==> config.mk <==
export PLATFORM = sky130hd
export DESIGN_NAME = my_uart_top
export DESIGN_NICKNAME = d
export VERILOG_FILES = /design/src/rtl/my_uart_top.sv
export SDC_FILE = /design/constraint.sdc
export NUM_CORES = 1
export LEC_CHECK = 0
export CAP_MARGIN = 20
export CELL_PAD_IN_SITES_DETAIL_PLACEMENT = 1
export CELL_PAD_IN_SITES_GLOBAL_PLACEMENT = 2
export CORE_AREA = 4 4 91 93
export DETAILED_ROUTE_END_ITERATION = 6
export DIE_AREA = 0 0 95 97
export PLACE_DENSITY_LB_ADDON = 0.1
export SLEW_MARGIN = 20
export SYNTH_ARGS = -nofsm -noshare
export SYNTH_HDL_FRONTEND = slang
export SYNTH_SLANG_ARGS = --single-unit
==> constraint.sdc <==
create_clock -name clk -period 3.9 [get_ports clk]
set_clock_uncertainty 0.1 [all_clocks]
set_input_delay 0.39 -clock clk [delete_from_list [all_inputs] [get_ports clk]]
set_output_delay 0.39 -clock clk [all_outputs]
set_load 0.005 [all_outputs]
==> src/rtl/my_uart_top.sv <==
// UART 8N1 echo: every byte received on rs232_rx is retransmitted on rs232_tx.
// Path: two-flop synchronizer, RX FSM, one-byte holding register, TX FSM.
module my_uart_top #(
  parameter int unsigned CLK_FREQ = 50000000,
  parameter int unsigned BAUD     = 9600
) (
  input  logic clk,
  input  logic rst_n,
  input  logic rs232_rx,
  output logic rs232_tx
);

  localparam int unsigned BIT_CNT  = CLK_FREQ / BAUD;
  localparam int unsigned HALF_CNT = BIT_CNT / 2;
  localparam int unsigned CNT_W    = $clog2(BIT_CNT + 1);

  localparam logic [CNT_W-1:0] BIT_LAST  = CNT_W'(BIT_CNT - 1);
  localparam logic [CNT_W-1:0] HALF_LAST = CNT_W'(HALF_CNT - 1);
  localparam logic [CNT_W-1:0] CNT_ZERO  = '0;
  localparam logic [CNT_W-1:0] CNT_ONE   = CNT_W'(1);

  typedef enum logic [1:0] {RX_IDLE, RX_START, RX_DATA, RX_STOP} rx_state_t;
  typedef enum logic [1:0] {TX_IDLE, TX_START, TX_DATA, TX_STOP} tx_state_t;

  // ---------------- input synchronizer ----------------
  logic rx_meta;
  logic rx_sync;
  logic rx_prev;
  logic rx_fall_c;

  // Two-flop synchronizer plus one delay stage for edge detection; idles high.
  always_ff @(posedge clk or negedge rst_n) begin
    if (!rst_n) begin
      rx_meta <= 1'b1;
      rx_sync <= 1'b1;
      rx_prev <= 1'b1;
    end else begin
      rx_meta <= rs232_rx;
      rx_sync <= rx_meta;
      rx_prev <= rx_sync;
    end
  end

  assign rx_fall_c = rx_prev & ~rx_sync;

  // ---------------- receiver ----------------
  rx_state_t        rx_state, rx_state_nxt;
  logic [CNT_W-1:0] rx_cnt, rx_cnt_nxt;
  logic [2:0]       rx_idx, rx_idx_nxt;
  logic [7:0]       rx_data, rx_data_nxt;
  logic             rx_done, rx_done_nxt;

  // RX state and datapath registers.
  always_ff @(posedge clk or negedge rst_n) begin
    if (!rst_n) begin
      rx_state <= RX_IDLE;
      rx_cnt   <= '0;
      rx_idx   <= '0;
      rx_data  <= '0;
      rx_done  <= 1'b0;
    end else begin
      rx_state <= rx_state_nxt;
      rx_cnt   <= rx_cnt_nxt;
      rx_idx   <= rx_idx_nxt;
      rx_data  <= rx_data_nxt;
      rx_done  <= rx_done_nxt;
    end
  end

  // RX next state: centre-sample start, data (LSB first) and stop bits.
  always_comb begin
    rx_state_nxt = rx_state;
    rx_cnt_nxt   = rx_cnt;
    rx_idx_nxt   = rx_idx;
    rx_data_nxt  = rx_data;
    rx_done_nxt  = 1'b0;
    unique case (rx_state)
      RX_IDLE: begin
        if (rx_fall_c) begin
          rx_state_nxt = RX_START;
          rx_cnt_nxt   = CNT_ZERO;
        end
      end
      RX_START: begin
        if (rx_cnt == HALF_LAST) begin
          rx_cnt_nxt = CNT_ZERO;
          if (!rx_sync) begin
            rx_state_nxt = RX_DATA;
            rx_idx_nxt   = 3'd0;
          end else begin
            // Line went back high before mid-start: treat as a glitch.
            rx_state_nxt = RX_IDLE;
          end
        end else begin
          rx_cnt_nxt = rx_cnt + CNT_ONE;
        end
      end
      RX_DATA: begin
        if (rx_cnt == BIT_LAST) begin
          rx_cnt_nxt  = CNT_ZERO;
          rx_data_nxt = {rx_sync, rx_data[7:1]};
          if (rx_idx == 3'd7) begin
            rx_state_nxt = RX_STOP;
          end else begin
            rx_idx_nxt = rx_idx + 3'd1;
          end
        end else begin
          rx_cnt_nxt = rx_cnt + CNT_ONE;
        end
      end
      RX_STOP: begin
        if (rx_cnt == BIT_LAST) begin
          rx_cnt_nxt   = CNT_ZERO;
          // A low stop bit is a framing error; the byte is dropped.
          rx_done_nxt  = rx_sync;
          rx_state_nxt = RX_IDLE;
        end else begin
          rx_cnt_nxt = rx_cnt + CNT_ONE;
        end
      end
      default: rx_state_nxt = RX_IDLE;
    endcase
  end

  // ---------------- holding register + transmitter ----------------
  tx_state_t        tx_state, tx_state_nxt;
  logic [CNT_W-1:0] tx_cnt, tx_cnt_nxt;
  logic [2:0]       tx_idx, tx_idx_nxt;
  logic [7:0]       tx_shift, tx_shift_nxt;
  logic             tx_out, tx_out_nxt;
  logic [7:0]       hold_data, hold_data_nxt;
  logic             hold_full, hold_full_nxt;

  // TX state, shift register, holding register and the line driver flop.
  always_ff @(posedge clk or negedge rst_n) begin
    if (!rst_n) begin
      tx_state  <= TX_IDLE;
      tx_cnt    <= '0;
      tx_idx    <= '0;
      tx_shift  <= '0;
      tx_out    <= 1'b1;
      hold_data <= '0;
      hold_full <= 1'b0;
    end else begin
      tx_state  <= tx_state_nxt;
      tx_cnt    <= tx_cnt_nxt;
      tx_idx    <= tx_idx_nxt;
      tx_shift  <= tx_shift_nxt;
      tx_out    <= tx_out_nxt;
      hold_data <= hold_data_nxt;
      hold_full <= hold_full_nxt;
    end
  end

  // TX next state, byte handoff from RX, and next line level.
  always_comb begin
    tx_state_nxt  = tx_state;
    tx_cnt_nxt    = tx_cnt;
    tx_idx_nxt    = tx_idx;
    tx_shift_nxt  = tx_shift;
    hold_data_nxt = hold_data;
    hold_full_nxt = hold_full;
    tx_out_nxt    = 1'b1;
    unique case (tx_state)
      TX_IDLE: begin
        // A held byte is older than one arriving now, so it goes first.
        if (hold_full) begin
          tx_shift_nxt  = hold_data;
          hold_full_nxt = 1'b0;
          tx_state_nxt  = TX_START;
          tx_cnt_nxt    = CNT_ZERO;
        end else if (rx_done) begin
          tx_shift_nxt = rx_data;
          tx_state_nxt = TX_START;
          tx_cnt_nxt   = CNT_ZERO;
        end
      end
      TX_START: begin
        if (tx_cnt == BIT_LAST) begin
          tx_cnt_nxt   = CNT_ZERO;
          tx_idx_nxt   = 3'd0;
          tx_state_nxt = TX_DATA;
        end else begin
          tx_cnt_nxt = tx_cnt + CNT_ONE;
        end
      end
      TX_DATA: begin
        if (tx_cnt == BIT_LAST) begin
          tx_cnt_nxt   = CNT_ZERO;
          tx_shift_nxt = {1'b0, tx_shift[7:1]};
          if (tx_idx == 3'd7) begin
            tx_state_nxt = TX_STOP;
          end else begin
            tx_idx_nxt = tx_idx + 3'd1;
          end
        end else begin
          tx_cnt_nxt = tx_cnt + CNT_ONE;
        end
      end
      TX_STOP: begin
        if (tx_cnt == BIT_LAST) begin
          tx_cnt_nxt   = CNT_ZERO;
          tx_state_nxt = TX_IDLE;
        end else begin
          tx_cnt_nxt = tx_cnt + CNT_ONE;
        end
      end
      default: tx_state_nxt = TX_IDLE;
    endcase

    // Byte not taken directly by TX is parked; newest overwrites.
    if (rx_done && !((tx_state == TX_IDLE) && !hold_full)) begin
      hold_data_nxt = rx_data;
      hold_full_nxt = 1'b1;
    end

    unique case (tx_state_nxt)
      TX_START: tx_out_nxt = 1'b0;
      TX_DATA:  tx_out_nxt = tx_shift_nxt[0];
      default:  tx_out_nxt = 1'b1;
    endcase
  end

  assign rs232_tx = tx_out;

endmodule

==> impl_metrics.json <==
{
  "setup_tns_ns": 0,
  "crit_fanout": 10,
  "final_cell_mix": "62 x dfrtp_1, 32 x nand2_1, 24 x nor2_1",
  "path_class": "flop to flop",
  "drt_iter0_markers": 69,
  "synthCells": 321,
  "ys_seq_elements": 66,
  "ir_worst_vdd_v": 0.000354,
  "cts_tree": "done",
  "async_reset_ff_share_pct": 100,
  "cts_resized": 0,
  "fp.dieW_um": 95,
  "cts_sinks": 66,
  "drt-wirelength-per-cell_um": 16.0,
  "hold_violations": 0,
  "grt_antenna_before_repair": 0,
  "gp_congestion": 0.728,
  "startpoint_type": "flop",
  "grt_pass1_vias": 2539,
  "timing.final.crit_share_pct": 63.4,
  "fp.coreArea_mm2": 0.00753,
  "tightest_slew_ns": 0.858,
  "place_area_mm2": 0.00341,
  "mostFrequentLayoutCell": "dfrtp_1",
  "slew_headroom_pct": 42.8,
  "period_minus_slack_ns": 2.47,
  "clock.fmax_mhz": 404,
  "avgSynthCellArea_um2": 10.3,
  "yosysWarningCount": 0,
  "clock_latency_ns": 0.34,
  "ys_types": 49,
  "rows": 32,
  "die_h_um": 97,
  "cap_violations": 0,
  "vias_per_cell": 5.68,
  "grt_first_pass_wirelength_um": 12500,
  "cts_setup_buffers": 0,
  "synth_edf_count": 0,
  "dr.pass1.iters": 4,
  "track_usage_pct": 16.9,
  "diodes": 0,
  "pwr_density_cell_mw_per_mm2": 421,
  "vias": 2443,
  "seq_area_frac_synth_pct": 50.2,
  "syn2layout_area_growth_pct": 8.84,
  "clockBufferDepth": 2,
  "final_area_mm2": 0.00359,
  "drv_slew": 0,
  "cts_inserted_buffers": 9,
  "drc": 0,
  "hp-class": "primary input to async pin",
  "status": "completed",
  "ant_nets": 0,
  "synth_ff_type": "dfrtp_1",
  "ios": 4,
  "clock-root-buffer": "clkbuf_8",
  "critPathArrivalTime_ns": 2.64,
  "h-tree-depth": 3,
  "hpwl_um": 4660,
  "synth.net_count": 330,
  "ctsHoldBuffers": 0,
  "p_total_w": 0.00151,
  "syn_area_mm2": 0.00330,
  "rsz0062_at_grt": "no",
  "final_layout_size_suffix_gt1_share_pct": 15.2,
  "leakagePower_nw": 1.56,
  "path_clk_slew_ns": 0.09,
  "port_buffers": 3,
  "setup_viol": 0,
  "grt_max_degree": 37,
  "wirelength_um": 6860,
  "cp-end-kind": "flop",
  "grt_remaining_overflow": 0,
  "start_util_pct": 43.8,
  "die-area_mm2": 0.00922,
  "required_ns": 4.07,
  "fin_nets": 332
}
## sequential cells by signal, summed over array words and instances, names as in the netlist, named ones only
register,cells
rx_data,8
rx_idx,3
rx_meta,1
tx_state,2
tx_cnt,13
hold_full,1
rx_done,1
rx_prev,1
rx_sync,1
rx_state,1
tx_shift,8
tx_idx,3
hold_data,8
rx_cnt,13
rs232_tx,1
## through the flow
step,utilization [%],hold WS (ns),instances,setup WS (ns)
finish,47.7,0.0548,430,1.43
global route,47.7,0.104,430,1.14
CTS,47.7,0.0748,430,1.40
detailed placement,45.2,0.247,414,1.45
global placement,45.2,0.247,414,1.52
floorplan,-,-0.00559,321,1.91
## cells in the mapped netlist (4+ instances only)
| library cell | n | area (um2) |
|---|---|---|
| o31ai_1 | 6 | 45.0 |
| dfrtp_1 | 62 | 1550 |
| a31oi_1 | 12 | 75.1 |
| a221o_1 | 6 | 60.1 |
| nand3_1 | 13 | 65.1 |
| inv_1 | 13 | 48.8 |
| clkbuf_1 | 11 | 41.3 |
| nand2_1 | 32 | 120 |
| dfstp_2 | 4 | 105 |
| mux2i_1 | 5 | 50.1 |
| nor2b_1 | 4 | 25.0 |
| nor2_1 | 24 | 90.1 |
| mux2_2 | 17 | 191 |
| o21ai_0 | 23 | 115 |
| o21ai_1 | 8 | 40.0 |
| ha_1 | 6 | 75.1 |
| a21oi_1 | 7 | 35.0 |
| and3_1 | 7 | 43.8 |
| nor3_1 | 6 | 30.0 |
| a22oi_1 | 9 | 67.6 |
## power breakdown
group          internal [W]  total, W  switching, W
combinational     0.0000742  0.000200      0.000126
sequential         0.000721  0.000769     0.0000486
clock              0.000241  0.000540      0.000299
total               0.00104   0.00151      0.000473
## worst max-delay path, stage by stage, from the launching register on
cell and delay [ns]:
dfrtp_1 0.39, ha_1 0.25, nor4bb_1 0.31, nand4b_1 0.21, nor2b_1 0.65, a21o_1 0.29
mux2i_1 0.19
## area by class of cell
class / count / area (um2)
fill: 883 / 3940
timing repair buffer: 6 / 47.5
sequential: 66 / 1660
clock inverter: 7 / 60.1
tap: 102 / 128
clock buffer: 9 / 124
inverter: 13 / 48.8
multi-input combinational: 227 / 1530
## cell families (layout without fill, tap and decap cells)
| kind of cell | after synthesis | after routing | synth area share (%) |
|---|---|---|---|
| buffers and inverters | 28 | 35 | 3.53 |
| xor gates and xnor gates | 3 | 3 | 0.797 |
| AOI/OAI and AO/OA | 89 | 89 | 18.4 |
| and+or+nand+nor | 107 | 107 | 17.4 |
| DFF | 66 | 66 | 50.2 |
| adders and majority gates | 6 | 6 | 2.28 |
| muxes | 22 | 22 | 7.32 |
## worst paths after layout
kind	startpoint	endpoint	slack, ns	depth (start not counted)
min in group clk	rx_meta	rx_sync	0.26	0
worst max-delay path	rx_cnt[0]	rx_idx[2]	1.43	6
max in group asynchronous	rst_n	rx_prev	2.70	2
worst min register to register	rx_meta	rx_sync	0.26	0
worst min-delay path	rst_n	rx_cnt[6]	0.05	1
worst max register to register	rx_cnt[0]	rx_idx[2]	1.43	6
## metal layers
layer  wire length [um]  GRT usage [%]  share of wire, %  vias to the layer above
met1               3250           22.6                47                     1229
li1                   -              -                 -                     1192
met3                163           4.20               2.4                        6
met5                  0              0                 0                        -
met4                 78           4.66               1.1                        0
met2               3370           27.2                49                       16
Power figures use the tool's default switching activity.
